===== src/rtl/parallel2serial.sv =====
// parallel2serial: LSB-first serialiser with load/ready handshake and
// serial_start framing pulse, feeding the serial-to-parallel receiver.
// Optional one-entry holding buffer enabled by defining P2S_HOLD_BUF_EN.
module parallel2serial #(
   parameter int WIDTH      = 8,
   parameter int GAP_CYCLES = 2
) (
   input  logic             clk,
   input  logic             reset,
   input  logic             load,
   input  logic [WIDTH-1:0] data_in,
   output logic             ready,
   output logic             serial_start,
   output logic             d,
   output logic             busy,
   output logic             done,
   output logic [3:0]       counter
);

   typedef enum logic [1:0] {
      IDLE,
      SEND,
      GAP
   } state_t;

   localparam logic [3:0] LAST_BIT = 4'(WIDTH - 1);
   localparam logic [3:0] LAST_GAP = 4'(GAP_CYCLES - 1);

   state_t           state, state_n;
   logic [WIDTH-1:0] shreg, shreg_n;
   logic [3:0]       bit_cnt, bit_cnt_n;
   logic [3:0]       gap_cnt, gap_cnt_n;
   logic             d_n, start_n, done_n;
   logic [3:0]       counter_n;
   logic             accept;
   logic             launch;
   logic [WIDTH-1:0] launch_word;

`ifdef P2S_HOLD_BUF_EN
   logic             buf_full, buf_full_n;
   logic [WIDTH-1:0] buf_data, buf_data_n;

   assign ready = !buf_full;
`else
   assign ready = (state == IDLE);
`endif

   assign accept = load && ready;
   assign busy   = (state != IDLE);

   // Next-state, shift-register and registered-output computation
   always_comb begin
      state_n     = state;
      shreg_n     = shreg;
      bit_cnt_n   = bit_cnt;
      gap_cnt_n   = gap_cnt;
      d_n         = 1'b0;
      start_n     = 1'b0;
      done_n      = 1'b0;
      counter_n   = '0;
      launch      = 1'b0;
      launch_word = data_in;
`ifdef P2S_HOLD_BUF_EN
      buf_full_n  = buf_full;
      buf_data_n  = buf_data;
      // Words accepted while a frame is in flight wait in the buffer
      if (accept && (state != IDLE)) begin
         buf_full_n = 1'b1;
         buf_data_n = data_in;
      end
`endif

      case (state)
         IDLE: begin
`ifdef P2S_HOLD_BUF_EN
            // Only reachable with a full buffer when GAP_CYCLES is 0: the
            // done cycle doubles as the single mandatory idle cycle on d.
            if (buf_full) begin
               launch      = 1'b1;
               launch_word = buf_data;
               buf_full_n  = 1'b0;
            end else
`endif
            if (accept) begin
               launch      = 1'b1;
               launch_word = data_in;
            end
         end

         SEND: begin
            if (bit_cnt == LAST_BIT) begin
               done_n    = 1'b1;
               shreg_n   = '0;
               bit_cnt_n = '0;
               gap_cnt_n = '0;
               if (GAP_CYCLES == 0) begin
                  state_n = IDLE;
               end else begin
                  state_n = GAP;
               end
            end else begin
               bit_cnt_n = bit_cnt + 4'd1;
               counter_n = bit_cnt + 4'd1;
               shreg_n   = shreg >> 1;
               d_n       = shreg[1];
            end
         end

         GAP: begin
            if (gap_cnt == LAST_GAP) begin
               state_n   = IDLE;
               gap_cnt_n = '0;
`ifdef P2S_HOLD_BUF_EN
               if (buf_full) begin
                  launch      = 1'b1;
                  launch_word = buf_data;
                  buf_full_n  = 1'b0;
               end
`endif
            end else begin
               gap_cnt_n = gap_cnt + 4'd1;
            end
         end

         default: state_n = IDLE;
      endcase

      // Starting a frame: bit 0 goes straight onto d with serial_start
      if (launch) begin
         state_n   = SEND;
         shreg_n   = launch_word;
         bit_cnt_n = '0;
         d_n       = launch_word[0];
         start_n   = 1'b1;
         counter_n = '0;
      end
   end

   // State and output registers with synchronous active-high reset
   always_ff @(posedge clk) begin
      if (reset) begin
         state        <= IDLE;
         shreg        <= '0;
         bit_cnt      <= '0;
         gap_cnt      <= '0;
         d            <= 1'b0;
         serial_start <= 1'b0;
         done         <= 1'b0;
         counter      <= '0;
`ifdef P2S_HOLD_BUF_EN
         buf_full     <= 1'b0;
         buf_data     <= '0;
`endif
      end else begin
         state        <= state_n;
         shreg        <= shreg_n;
         bit_cnt      <= bit_cnt_n;
         gap_cnt      <= gap_cnt_n;
         d            <= d_n;
         serial_start <= start_n;
         done         <= done_n;
         counter      <= counter_n;
`ifdef P2S_HOLD_BUF_EN
         buf_full     <= buf_full_n;
         buf_data     <= buf_data_n;
`endif
      end
   end

endmodule

===== config.mk =====
export PLATFORM = sky130hd
export DESIGN_NAME = parallel2serial
export DESIGN_NICKNAME = d
export VERILOG_FILES = /design/src/rtl/parallel2serial.sv
export SDC_FILE = /design/constraint.sdc
export NUM_CORES = 1
export LEC_CHECK = 0
export CAP_MARGIN = 30
export CORE_ASPECT_RATIO = 0.7
export CORE_UTILIZATION = 40
export CTS_CLUSTER_DIAMETER = 40
export CTS_CLUSTER_SIZE = 20
export DETAILED_ROUTE_END_ITERATION = 7
export GPL_TIMING_DRIVEN = 0
export SLEW_MARGIN = 30
export SYNTH_ARGS = -nofsm -noshare
export SYNTH_HDL_FRONTEND = slang
export SYNTH_SLANG_ARGS = --single-unit

===== constraint.sdc =====
create_clock -name clk -period 1.8 [get_ports clk]
set_clock_uncertainty 0.1 [all_clocks]
set_input_delay 0.54 -clock clk [delete_from_list [all_inputs] [get_ports clk]]
set_output_delay 0.54 -clock clk [all_outputs]
set_load 0.02 [all_outputs]

==> reports/results.txt, run 1 <==
In this run the tightest slew margin relative to its limit is 66.3%. Summed over all failing endpoints, the final setup total negative slack is 0 ns. The total of endpoints with negative setup slack in the final report was 0. Using the TritonRoute via totals, the vias-per-cell ratio works out to 5.32. The clock-pin transition on the worst setup and hold timing paths came out at 0.14 ns. The area of combinational cells with multiple inputs is 499 µm².

The most used flip-flop cell after synthesis is sky130_fd_sc_hd__dfxtp_1. Entering global routing, the biggest net connects 15 pins. After layout, the minimum clock period comes to 1.75 ns. The area share of the largest cell type after synthesis works out to 48.5%. The number of levels the H-tree was split into is 1. In this run, the clock network consumes 36.5% of the power.

The number of antenna violations at the first check in global routing came out at 0. The share of total power dissipated in combinational logic is 11.4%. The minimum setup slack in the final design was 0.0507 ns. Summed over all instances, the cell type with the most area after synthesis is sky130_fd_sc_hd__dfxtp_1. The worst setup path is captured at a flop.

The congestion estimate from routability-driven global placement came to 0.809. Cell internal power was estimated by the tool at 0.832 mW. From bottom edge to top edge, the die measures 43.6 µm. The max-slew violation count was 0. The measured slew at the worst slew-check pin is 0.504 ns, and the count of fill cells added during filler insertion is 226. For this run, the total global-route usage over all layers was measured as 18.1%. Clock tree synthesis selected as its root buffer the cell sky130_fd_sc_hd__clkbuf_4.

The run gives 0 as the sum of overflow across all layers after global routing. The synthesized design contains 0 enable-type register cells. In this run the worst path has a maximum fanout of 12.

The endpoint identified for the worst register-to-register timing path is bit_cnt[3]$_SDFFE_PP0P_. By area the synthesized netlist is led by sky130_fd_sc_hd__dfxtp_1, sky130_fd_sc_hd__a22oi_1, sky130_fd_sc_hd__a21oi_1. The number of core rows is 14. After detailed routing, the average wire length per cell comes to 13.5 µm.

For the register-to-register setup slack, the log shows 0.18 ns. The data arrival at the endpoint of the critical path was 1.86 ns; the leakage power was 0.507 nW. In the final design database the tool counted 143 nets.

For the synthesized netlist cell count, the log shows 105. The deepest clock path buffer count was 2; the number of maximum-capacitance constraint violations was 0. The fraction of registers with async set or reset after synthesis was 0%.

The tools report the number of buffers added to fix hold violations after cts as 0. The total via count in the routed design came out at 851. Area of the core: 2240 µm². In the synthesized netlist, the cells that appear most often are sky130_fd_sc_hd__dfxtp_1, sky130_fd_sc_hd__a21oi_1, sky130_fd_sc_hd__nand3_1, sky130_fd_sc_hd__a22oi_1, sky130_fd_sc_hd__nor2_1.

The run gives 0 as the number of antenna repair diodes. The analysis attributes to net switching a power of 0.248 mW. Type of the setup path with the least slack: primary input to flop.

For the clock latency of the later-clocked register in the worst-skew pair, the log shows 0.32 ns. For the worst flop-to-flop path, the logic depth is 4. The count of endpoints failing hold in the final timing report came out at 0. During I/O placement, the number of pins put on the boundary was 20. After synthesis, the mean cell area works out to 9.43 µm². The netlist area before placement was 990 µm²; the synthesis warning total was 0.

In this run the worst setup path terminates at serial_start$_SDFF_PP0_. The die outline width was 61.5 µm. In this run the critical register-to-register path is launched from bit_cnt[0]$_SDFFE_PP0P_. The number of buffers added on ports was 19. The starting DRC count in detailed routing came out at 22. The worst hold-check path type is flop to flop. The worst path uses 97.2% of the clock period. Setup repair after global routing left no endpoint under its margin.

The first global-routing pass estimated 3380 µm of wire. The run gives 1.91 ns as the data required time at the worst endpoint. For this run, design rule violations remaining after detail routing come to 0. In the final layout, flip-flops and latches occupy 485 µm².

The run finished with clean final reports. The clock net in this run drives a total of 24 sinks. The effective utilization at floorplan came out at 44.1%. The tools report the origin of the worst min-delay path as shreg[3]$_SDFFE_PP0P_. Cells with a size suffix above 1 make up 12.5% of the layout.

Registers are responsible for 52.1% of the overall power. Clock tree synthesis inserted a total of 3 buffers. TritonCTS built the clock tree. The full die area is 2680 µm². Dividing total power by cell area gives a power density of 838 nW/µm². The number of register bits inferred by synthesis is 24.

For the via count of the first global-routing pass, the log shows 728. Once detail routing completed, the nets flagged for antenna violations numbered 0. The peak ir drop on the vdd network came out at 562 µV. Detailed placement finished with a half-perimeter wire length of 1530 µm. At the placement stage, the worst setup path has a slack of -0.465 ns. The first detailed-routing pass ran for 4 iterations. The tools report the total nets after synthesis as 119. The layout overhead on the synthesized area was 30.1%. Wire length after detailed routing: 2150 µm.

Cell with the most instances after synthesis: sky130_fd_sc_hd__dfxtp_1. The run gives 0.572 GHz as the maximum frequency from static timing analysis. The run gives 32 as the number of library cell types mapped by synthesis.

In this run the worst setup path begins at reset. The sequential fraction of the synthesis area was 48.5%; the net switching fraction of the power was 22.9%. The category of the worst setup path launch point was a primary input.
==> routing by layer <==
metal | track usage (%) | routed length [µm] | vias to the layer above
met2 | 25.9 | 930 | 19
met4 | 6.67 | 20 | 0
met3 | 6.27 | 82 | 2
li1 | - | - | 429
met5 | 0 | 0 | -
met1 | 25.1 | 1120 | 401
==> power groups by stage <==
stage	sequential [mW]	combinational (mW)	clock, mW
after floorplan	0.577	0.0596	0
after global placement	0.573	0.119	0
after detailed placement	0.574	0.121	0
after CTS	0.563	0.118	0.403
after global routing	0.565	0.133	0.426
final	0.562	0.123	0.394
==> area by class of cell <==
class | instances | area share, %
Clock inverter | 1 | 2.33
Inverter | 3 | 0.875
Timing Repair Buffer | 20 | 14.4
Multi-Input combinational cell | 74 | 38.8
Buffer | 3 | 1.07
Clock buffer | 3 | 1.75
Tap cell | 32 | 3.11
Sequential cell | 24 | 37.7
==> worst min-delay path by stage <==
stage,endpoint,depth (start not counted)
6_report,shreg[2]$_SDFFE_PP0P_,2
5_1_grt,shreg[2]$_SDFFE_PP0P_,2
4_1_cts,shreg[2]$_SDFFE_PP0P_,2
3_5_place_dp,shreg[3]$_SDFFE_PP0P_,2
3_3_place_gp,shreg[6]$_SDFFE_PP0P_,2
2_1_floorplan,shreg[1]$_SDFFE_PP0P_,2
==> what timing repair did <==
item | CTS | global route
setup endpoints to repair | 19 | 13
setup buffers | 0 | 1
resized for setup | 18 | 5
==> cell usage in the layout, fill, tap and decap left out, types with 2 or more instances in the layout <==
cell type,n
sky130_fd_sc_hd__o2bb2ai_1,2
sky130_fd_sc_hd__nor2_1,4
sky130_fd_sc_hd__ha_1,3
sky130_fd_sc_hd__nand3b_1,2
sky130_fd_sc_hd__inv_1,3
sky130_fd_sc_hd__xor2_1,2
sky130_fd_sc_hd__nor3_1,4
sky130_fd_sc_hd__a21oi_1,11
sky130_fd_sc_hd__nand3_1,9
sky130_fd_sc_hd__o21ai_0,4
sky130_fd_sc_hd__a22oi_1,8
sky130_fd_sc_hd__dfxtp_1,22
sky130_fd_sc_hd__nand2b_1,3
sky130_fd_sc_hd__clkbuf_4,3
sky130_fd_sc_hd__buf_2,2
sky130_fd_sc_hd__nand2_1,4
sky130_fd_sc_hd__dlygate4sd2_1,7
sky130_fd_sc_hd__clkdlybuf4s50_1,10
sky130_fd_sc_hd__nor2b_1,3
==> worst max-delay path: stages <==
cell and delay [ns]:
sky130_fd_sc_hd__clkdlybuf4s50_1 0.78, sky130_fd_sc_hd__buf_1 0.41, sky130_fd_sc_hd__nor2_1 0.12
==> logic make-up (layout without fill, tap and decap cells) <==
kind of cell	after synthesis	count (layout)	synth area share, %
buf+inv	7	30	2.78
compound gates	32	32	21.6
xor+xnor	3	3	2.66
flops	24	24	48.5
simple gates	36	36	20.6
fa+ha+maj	3	3	3.79
==> flip-flops by register name (all words and copies together), names as in the netlist <==
| register | cells |
|---|---|
| shreg | 7 |
| bit_cnt | 4 |
| counter | 4 |
| gap_cnt | 4 |
| state | 2 |
| d | 1 |
| done | 1 |
| serial_start | 1 |
==> per-stage QoR <==
stage                     hold WS, ns  util, %  cell area [µm²]  cells  power, mW
after floorplan                 0.348        -              990    105      0.637
after global placement          0.361     54.4             1220    156      0.692
after detailed placement        0.362     54.4             1220    156      0.694
after CTS                       0.381     56.9             1270    159       1.08
after global routing            0.392     57.4             1290    160       1.12
final                           0.379     57.4             1290    160       1.08
Note: power is estimated with default switching activity, not from simulation.
==> inputs of run 2 (changes only) <==
--- a/config.mk
+++ b/config.mk
@@ -12,7 +12,7 @@
 export CTS_CLUSTER_SIZE = 20
 export DETAILED_ROUTE_END_ITERATION = 7
 export GPL_TIMING_DRIVEN = 0
-export SLEW_MARGIN = 30
+export SLEW_MARGIN = 20
 export SYNTH_ARGS = -nofsm -noshare
 export SYNTH_HDL_FRONTEND = slang
 export SYNTH_SLANG_ARGS = --single-unit
==> results of run 2 <==
Same layout as run 1: the final DEF is identical, and so are final timing and power.
